`src/rtl/fifo_arb_pkg.sv`:
```
// Shared types and constants for the FIFO write-port round-robin arbiter.
package fifo_arb_pkg;

  typedef enum logic {
    IDLE  = 1'b0,
    BURST = 1'b1
  } arb_state_e;

  localparam int GNT_W  = 3;
  localparam int STAT_W = 16;

endpackage

```
`src/rtl/rr_pick.sv`:
```
// Rotating priority picker: first set bit of valid_i at or above start_i, wrapping modulo N.
module rr_pick
  import fifo_arb_pkg::*;
#(
  parameter int N = 4
) (
  input  logic [N-1:0]     valid_i,
  input  logic [GNT_W-1:0] start_i,
  output logic             found_o,
  output logic [GNT_W-1:0] idx_o
);

  logic [2*N-1:0] dbl;
  logic [N-1:0]   rot;

  // Rotate so start_i lands at bit 0, then take the lowest set bit.
  always_comb begin
    dbl     = {valid_i, valid_i} >> start_i;
    rot     = dbl[N-1:0];
    found_o = |rot;
    idx_o   = '0;
    for (int k = N - 1; k >= 0; k--) begin
      if (rot[k]) idx_o = GNT_W'((int'(start_i) + k) % N);
    end
  end

endmodule

```
`src/rtl/fifo_rr_wr_arbiter.sv`:
```
// Round-robin burst arbiter for the single FIFO write port, with a registered write path.
// Define FIFO_ARB_STATS_EN to add per-requester beat counters and a stall counter.
module fifo_rr_wr_arbiter
  import fifo_arb_pkg::*;
#(
  parameter int NUM_REQ   = 4,
  parameter int DATA_W    = 8,
  parameter int DEPTH     = 64,
  parameter int CNT_W     = 8,
  parameter int MAX_BURST = 16
) (
  input  logic                      clk,
  input  logic                      rst,
  input  logic [NUM_REQ-1:0]        req_valid,
  input  logic [NUM_REQ-1:0]        req_last,
  input  logic [NUM_REQ*DATA_W-1:0] req_data,
  output logic [NUM_REQ-1:0]        req_ready,
  input  logic [CNT_W-1:0]          fifo_count,
  output logic                      fifo_wr_en,
  output logic [DATA_W-1:0]         fifo_din,
  output logic [GNT_W-1:0]          gnt_id,
  output logic                      busy
`ifdef FIFO_ARB_STATS_EN
  ,
  output logic [NUM_REQ*STAT_W-1:0] stat_beats,
  output logic [STAT_W-1:0]         stat_stall
`endif
);

  localparam logic [CNT_W:0] DEPTH_C = (CNT_W + 1)'(DEPTH);
  localparam logic [7:0]     MAXB_C  = 8'(MAX_BURST);

  arb_state_e         state_q;
  logic [GNT_W-1:0]   gnt_q, rr_q, rr_d;
  logic [7:0]         beat_q, beat_d;
  logic               wr_en_q;
  logic [DATA_W-1:0]  din_q;

  logic [NUM_REQ-1:0] gnt_oh;
  logic               sel_valid, sel_last;
  logic [DATA_W-1:0]  sel_data;
  logic               space_ok, accept, burst_end;
  logic               pick_found;
  logic [GNT_W-1:0]   pick_idx;

  rr_pick #(.N(NUM_REQ)) u_pick (
    .valid_i (req_valid),
    .start_i (rr_q),
    .found_o (pick_found),
    .idx_o   (pick_idx)
  );

  always_comb begin
    gnt_oh   = '0;
    sel_data = '0;
    for (int i = 0; i < NUM_REQ; i++) begin
      gnt_oh[i] = (gnt_q == GNT_W'(i));
      if (gnt_oh[i]) sel_data = req_data[i*DATA_W +: DATA_W];
    end
  end

  assign sel_valid = |(req_valid & gnt_oh);
  assign sel_last  = |(req_last & gnt_oh);

  // The registered write still in flight is counted as occupied; concurrent reads are ignored.
  assign space_ok  = ({1'b0, fifo_count} + {{CNT_W{1'b0}}, wr_en_q}) < DEPTH_C;
  assign req_ready = (state_q == BURST && space_ok && !rst) ? gnt_oh : '0;
  assign accept    = (state_q == BURST) && space_ok && sel_valid;

  assign beat_d    = beat_q + 8'd1;
  assign burst_end = sel_last || (beat_d == MAXB_C);
  assign rr_d      = (gnt_q == GNT_W'(NUM_REQ - 1)) ? '0 : gnt_q + 1'b1;

  always_ff @(posedge clk or posedge rst) begin
    if (rst) begin
      state_q <= IDLE;
      gnt_q   <= '0;
      rr_q    <= '0;
      beat_q  <= '0;
      wr_en_q <= 1'b0;
      din_q   <= '0;
    end else begin
      wr_en_q <= 1'b0;
      case (state_q)
        IDLE: begin
          if (pick_found) begin
            state_q <= BURST;
            gnt_q   <= pick_idx;
            beat_q  <= '0;
          end
        end
        BURST: begin
          if (accept) begin
            wr_en_q <= 1'b1;
            din_q   <= sel_data;
            beat_q  <= beat_d;
            if (burst_end) begin
              state_q <= IDLE;
              rr_q    <= rr_d;
            end
          end
        end
        default: state_q <= IDLE;
      endcase
    end
  end

  assign fifo_wr_en = wr_en_q;
  assign fifo_din   = din_q;
  assign gnt_id     = gnt_q;
  assign busy       = (state_q == BURST);

`ifdef FIFO_ARB_STATS_EN
  logic [STAT_W-1:0] stall_q;

  for (genvar g = 0; g < NUM_REQ; g++) begin : g_stat
    logic [STAT_W-1:0] beats_q;
    always_ff @(posedge clk or posedge rst) begin
      if (rst)                                      beats_q <= '0;
      else if (accept && gnt_oh[g] && beats_q != '1) beats_q <= beats_q + STAT_W'(1);
    end
    assign stat_beats[g*STAT_W +: STAT_W] = beats_q;
  end

  always_ff @(posedge clk or posedge rst) begin
    if (rst)                                                          stall_q <= '0;
    else if (state_q == BURST && sel_valid && !space_ok && stall_q != '1) stall_q <= stall_q + STAT_W'(1);
  end
  assign stat_stall = stall_q;
`endif

endmodule

```
`config.mk`:
```
export PLATFORM = sky130hd
export DESIGN_NAME = fifo_rr_wr_arbiter
export DESIGN_NICKNAME = d
export VERILOG_FILES = /design/src/rtl/fifo_arb_pkg.sv /design/src/rtl/rr_pick.sv /design/src/rtl/fifo_rr_wr_arbiter.sv
export SDC_FILE = /design/constraint.sdc
export NUM_CORES = 1
export LEC_CHECK = 0
export ABC_AREA = 1
export CAP_MARGIN = 20
export CORE_UTILIZATION = 46
export CTS_CLUSTER_SIZE = 25
export DETAILED_ROUTE_END_ITERATION = 12
export PLACE_DENSITY = 0.82
export SKIP_CTS_REPAIR_TIMING = 1
export SYNTH_ARGS = -nofsm -noshare
export SYNTH_HDL_FRONTEND = slang
export SYNTH_HIERARCHICAL = 1
export SYNTH_SLANG_ARGS = --single-unit
```
`constraint.sdc`:
```
create_clock -name clk -period 1.88 [get_ports clk]
set_input_delay 0.282 -clock clk [delete_from_list [all_inputs] [get_ports clk]]
set_output_delay 0.282 -clock clk [all_outputs]
set_load 0.01 [all_outputs]
```
==> impl_metrics.toml, run 1 <==
[sta]
setup-violations-final = 0
skew_ns = 0.003044
fmax_mhz = 557.3
rsz0062_at_grt = "no"
drv_slew = 0
min_period_ns = 1.794
finalCritPeriodShare_pct = 95.45
fin_ws_ns = 0.08555
tns_ns = 0
hold_slack_ns = 0.4257
hold_viol_final = 0

[grt]
grt.overflow.total = 0
first_global_vias = 1935
grt_usage_pct = 25.77
grt_max_degree = 25
grt_pass1_wl_um = 8528
antenna_found_initial = 0

[floorplanning]
die-height_um = 66.13
row_count = 22
die_x_um = 66.13
dieArea_sq_mm = 0.004373
io_pins = 67
core_sq_mm = 0.003799
initial_core_util_pct = 49.80

[placed_design]
hpwl_um = 4218
gp_congestion = 0.8373
io_buffers = 66
post-place-ws_ns = -0.3720

[synth]
synth_cell_type_count = 31
ys.flop_type = "dfrtp_1"
seq_area_frac_synth_pct = 31.75
yosys-top-cells-area = "dfrtp_1 32%, nand2_1 17%, nand3_1 7.7%"
synth_common_cells = "85 x nand2_1, 34 x inv_1, 29 x nand3_1"
async_flop_share_pct = 100.0
synth.area.mux_share_pct = 0
synth_compound_area_share_pct = 12.76
synth_top_family_by_area = "simple AND/OR/NAND/NOR gates"
ys_ff_latch = 24
synth_nets = 335
netlist_area_sq_mm = 0.001892
netlist.area_leader.share_pct = 31.75
syn_inst = 280
yosys_warnings = 6
synthXorXnorAreaFrac_pct = 0
synth-edff-count = 0
synthAdderAreaFrac_pct = 3.307
yosys.area.top_type = "dfrtp_1"
yosysMostFrequentCell = "nand2_1"
yosys.area_share.simple_pct = 40.28
synth_area_per_cell_sq_um = 6.756

[power]
power_switching_uw = 1384
pwr-share-comb_pct = 61.6
power_frac_seq_pct = 27.3
leakagePower_uw = 0.001459
intPower_uw = 1736
clkPwrFrac_pct = 11.1
p_per_area_mw_per_mm2 = 1134
peakVddDrop_mv = 0.6548
switching_share_pct = 44.36

[clock_tree]
clk_latency_ns = 0.26
clk_path_buf_depth = 2
clk_pin_slew_ns = 0.08
cts_buffers = 3
cts_root_buf = "clkbuf_8"
tritoncts = "yes"
cts_num_sinks = 24
htreeDepth = 1

[detailed_routing]
wirelength_um = 5070
drc = 0
postRouteAntennaNets = 0
drtIter0Drc = 81
wl_per_cell_um = 12.43
drt-vias-per-instance = 5.015
via_count = 2046
drtPass1Iterations = 4

[setup_path]
cpMaxStageDelayCell = "clkdlybuf4s50_1"
cpPeakStageDelay_ns = 0.42
crit_arrival_ns = 1.51
path_max_fanout = 4
rr_startpoint = "gnt_id[0]"
crit_start = "fifo_count[7]"
cp.required_ns = 1.60
cp-end-kind = "output port"
worstPathCellList = "clkdlybuf4s50_1, nor3_2, o21a_1, nand2_1, nor3_1, dlymetal6s2s_1"
startpoint_type = "primary input"
critPathKind = "primary input to output port"

[outcome]
outcome = "completed"

[cells_and_area]
diodes = 0
final_nets = 416
drive_above_1_share_pct = 15.28
area_growth_syn_to_layout_pct = 45.44

[min_path]
worstHoldPathType = "primary input to asynchronous set/reset pin"

[job]
maxCapViolCount = 0
state kept, by name (all words and copies together), names as in the netlist:
register	flops
fifo_din	8
fifo_wr_en	1
busy	1
rr_q	3
beat_q	8
gnt_id	3
cells by family after synthesis:
logic type	Yosys count
simple gates	165
other cells	1
fa+ha+maj	5
buf+inv	47
flops	24
compound gates	38
power groups by stage:
| stage | Combinational [uW] | Sequential (uW) | Clock, uW |
|---|---|---|---|
| after floorplan | 1160 | 873 | 0 |
| after global placement | 1860 | 845 | 0 |
| after detailed placement | 1910 | 854 | 0 |
| after CTS | 1920 | 846 | 357 |
| after global routing | 2130 | 879 | 378 |
| final | 1920 | 850 | 346 |
routing by layer:
metal | wire, um | track usage [%] | vias up
met1 | 2305 | 34.13 | 931
li1 | - | - | 1058
met2 | 2453 | 43.88 | 47
met4 | 103 | 8.245 | 0
met5 | 0 | 0 | -
met3 | 207 | 2.586 | 10
cell type report:
class	instances	area (sq um)
sequential	24	601.8
multi-input combinational	209	1080
clock buffer	4	55.05
tap	48	60.06
timing repair buffer	84	798.3
fill	331	1047
inverter	39	156.4
final timing paths:
check	slack, ns	cells after the start	endpoint
min in group clk	0.49	2	fifo_din[6]
setup reg to reg	0.16	10	beat_q[2]
hold reg to reg	0.49	2	fifo_din[6]
hold / removal	0.43	3	busy
setup / recovery	0.09	6	req_ready[1]
max in group asynchronous	1.20	3	rr_q[0]
cells in the final DEF (no fill, tap or decap), types with 3 or more instances in the layout:
cell	synthesis	routed
dfrtp_1	24	23
nor2_1	28	27
ha_1	5	5
nand3_1	29	29
clkbuf_8	1	4
clkdlybuf4s50_1	0	62
dlymetal6s2s_1	0	3
inv_1	34	34
buf_4	3	18
o21ai_1	3	3
o211ai_2	3	3
o21ai_0	9	9
nand2_1	85	84
o22ai_1	10	10
a21oi_1	9	9
nand2_2	11	12
worst max-delay path, delay by kind of cell:
kind,cells,cell delay (ns)
simple gates,3,0.48
compound gates,1,0.17
buf+inv,2,0.60
metrics by stage:
| stage | util (%) | instances | power, uW | area, sq um |
|---|---|---|---|---|
| after floorplan | - | 280 | 2032 | 1892 |
| after global placement | 70.55 | 404 | 2704 | 2680 |
| after detailed placement | 70.55 | 404 | 2766 | 2680 |
| after CTS | 72.00 | 408 | 3120 | 2735 |
| after global routing | 72.43 | 408 | 3387 | 2751 |
| final | 72.43 | 408 | 3120 | 2751 |
Note: power is estimated with default switching activity, not from simulation.
==> inputs of run 2 (changes only) <==
--- a/config.mk
+++ b/config.mk
@@ -7,10 +7,10 @@
 export LEC_CHECK = 0
 export ABC_AREA = 1
 export CAP_MARGIN = 20
-export CORE_UTILIZATION = 46
+export CORE_UTILIZATION = 41
 export CTS_CLUSTER_SIZE = 25
 export DETAILED_ROUTE_END_ITERATION = 12
-export PLACE_DENSITY = 0.82
+export PLACE_DENSITY = 0.77
 export SKIP_CTS_REPAIR_TIMING = 1
 export SYNTH_ARGS = -nofsm -noshare
 export SYNTH_HDL_FRONTEND = slang
==> constraint.sdc (replaced) <==
create_clock -name clk -period 1.5 [get_ports clk]
set_input_delay 0.225 -clock clk [delete_from_list [all_inputs] [get_ports clk]]
set_output_delay 0.225 -clock clk [all_outputs]
set_load 0.01 [all_outputs]
==> impl_metrics.toml, run 2 (synthesis results as in run 1) <==
[cells_and_area]
multi_input_area_sq_mm = 0.001280
layout_commonest_cell = "nand2_1"
mostFrequentLayoutCells = "75 x nand2_1, 51 x clkdlybuf4s50_1, 39 x buf_4, 28 x inv_1, 24 x nand3_1"
final_nets = 441
drive_above_1_share_pct = 34.03
seq_area_sq_um = 604.3
nFillCells = 323
area_growth_syn_to_layout_pct = 67.53
diodes = 0
fin_cells = 437

[sta]
fin_ws_ns = -0.1433
tns_ns = -2.616
finalCritPeriodShare_pct = 109.6
drv_slew = 0
fmax_mhz = 608.5
skew_ns = 0.004477
hold_viol_final = 0
min_period_ns = 1.643
hold_slack_ns = 0.3718
setup-violations-final = 27
rsz0062_at_grt = "yes"

[clock_tree]
tritoncts = "yes"
cts_num_sinks = 24
clk_path_buf_depth = 2
htreeDepth = 1
cts_buffers = 3
clk_pin_slew_ns = 0.08
cts_root_buf = "clkbuf_8"
clk_latency_ns = 0.26

[floorplanning]
dieArea_sq_mm = 0.004890
core_sq_mm = 0.004384
io_pins = 67
row_count = 24
die_x_um = 69.93
die-height_um = 69.93
initial_core_util_pct = 43.15

[grt]
grt_max_degree = 25
antenna_found_initial = 0
grt_usage_pct = 22.57
grt.overflow.total = 0
first_global_vias = 2030
grt_pass1_wl_um = 8866

[power]
peakVddDrop_mv = 1.048
p_per_area_mw_per_mm2 = 1510
leakagePower_uw = 0.001652

[detailed_routing]
drtIter0Drc = 62
wl_per_cell_um = 14.08
postRouteAntennaNets = 0
via_count = 2185
wl_met2_um = 3222
wirelength_um = 6155
met3_length_um = 132
wl_met1_um = 2735
drc = 0
drt-vias-per-instance = 5.000
drtPass1Iterations = 4
top_layer = "met4"

[setup_path]
path_max_fanout = 8
rr_startpoint = "gnt_id[0]"
cp.required_ns = 1.64
startpoint_type = "register"
crit_arrival_ns = 1.79
critPathKind = "register to register"
cp-end-kind = "register"
crit_start = "gnt_id[0]"

[min_path]
worstHoldPathType = "primary input to asynchronous set/reset pin"

[outcome]
violations = "negative setup slack"
outcome = "finished with violations"

[placed_design]
gp_congestion = 0.8790
hpwl_um = 4353
place_inst = 426
io_buffers = 66

[job]
maxCapViolCount = 0
## run 2: power breakdown
part	total, uW	internal [uW]	switching (uW)	leakage [uW]
registers	1050	865	184	0.000309
logic	3300	1540	1760	0.00131
clock network	434	234	200	0.0000288
## run 2: path summary, 6_finish.rpt
check	end	slack [ns]	cells past startpoint
min in group clk	fifo_din[2]	0.49	2
max	fifo_din[0]	-0.14	10
max reg2reg	fifo_din[0]	-0.14	10
min reg2reg	fifo_din[2]	0.49	2
max in group asynchronous	gnt_id[0]	0.88	3
min	beat_q[4]	0.37	3
## run 2: per-stage QoR
| stage | util [%] | total power (uW) | setup slack, ns | area (sq um) |
|---|---|---|---|---|
| after floorplan | - | 2577 | 0.01080 | 1903 |
| after global placement | 64.58 | 3693 | -0.6231 | 2831 |
| after detailed placement | 64.58 | 3759 | -0.6457 | 2831 |
| after CTS | 65.84 | 4213 | -0.6512 | 2887 |
| after global routing | 72.29 | 5119 | -0.2537 | 3169 |
| final | 72.29 | 4785 | -0.1433 | 3169 |
## run 2: cell type report
cell class                      instances  share of cell area (%)
Multi-Input combinational cell        210                   40.39
Timing Repair Buffer                  108                   31.50
Sequential cell                        24                   19.07
Inverter                               39                   5.251
Tap cell                               52                   2.053
Clock buffer                            4                   1.737
## run 2: worst max-delay path, stage by stage, from the launching register on
cell     delay [ns]
dfrtp_2        0.44
inv_2          0.08
ha_2           0.18
inv_2          0.05
nor2_4         0.15
nand2_2        0.09
nand4_4        0.16
nand2_4        0.09
buf_6          0.14
nand2_1        0.07
nand2_1        0.07
## run 2: per-layer routing
| layer | global-route usage [%] | vias up |
|---|---|---|
| met4 | 4.667 | 0 |
| met2 | 41.13 | 46 |
| met5 | 0 | - |
| met1 | 28.90 | 1026 |
| met3 | 2.165 | 6 |
| li1 | - | 1107 |
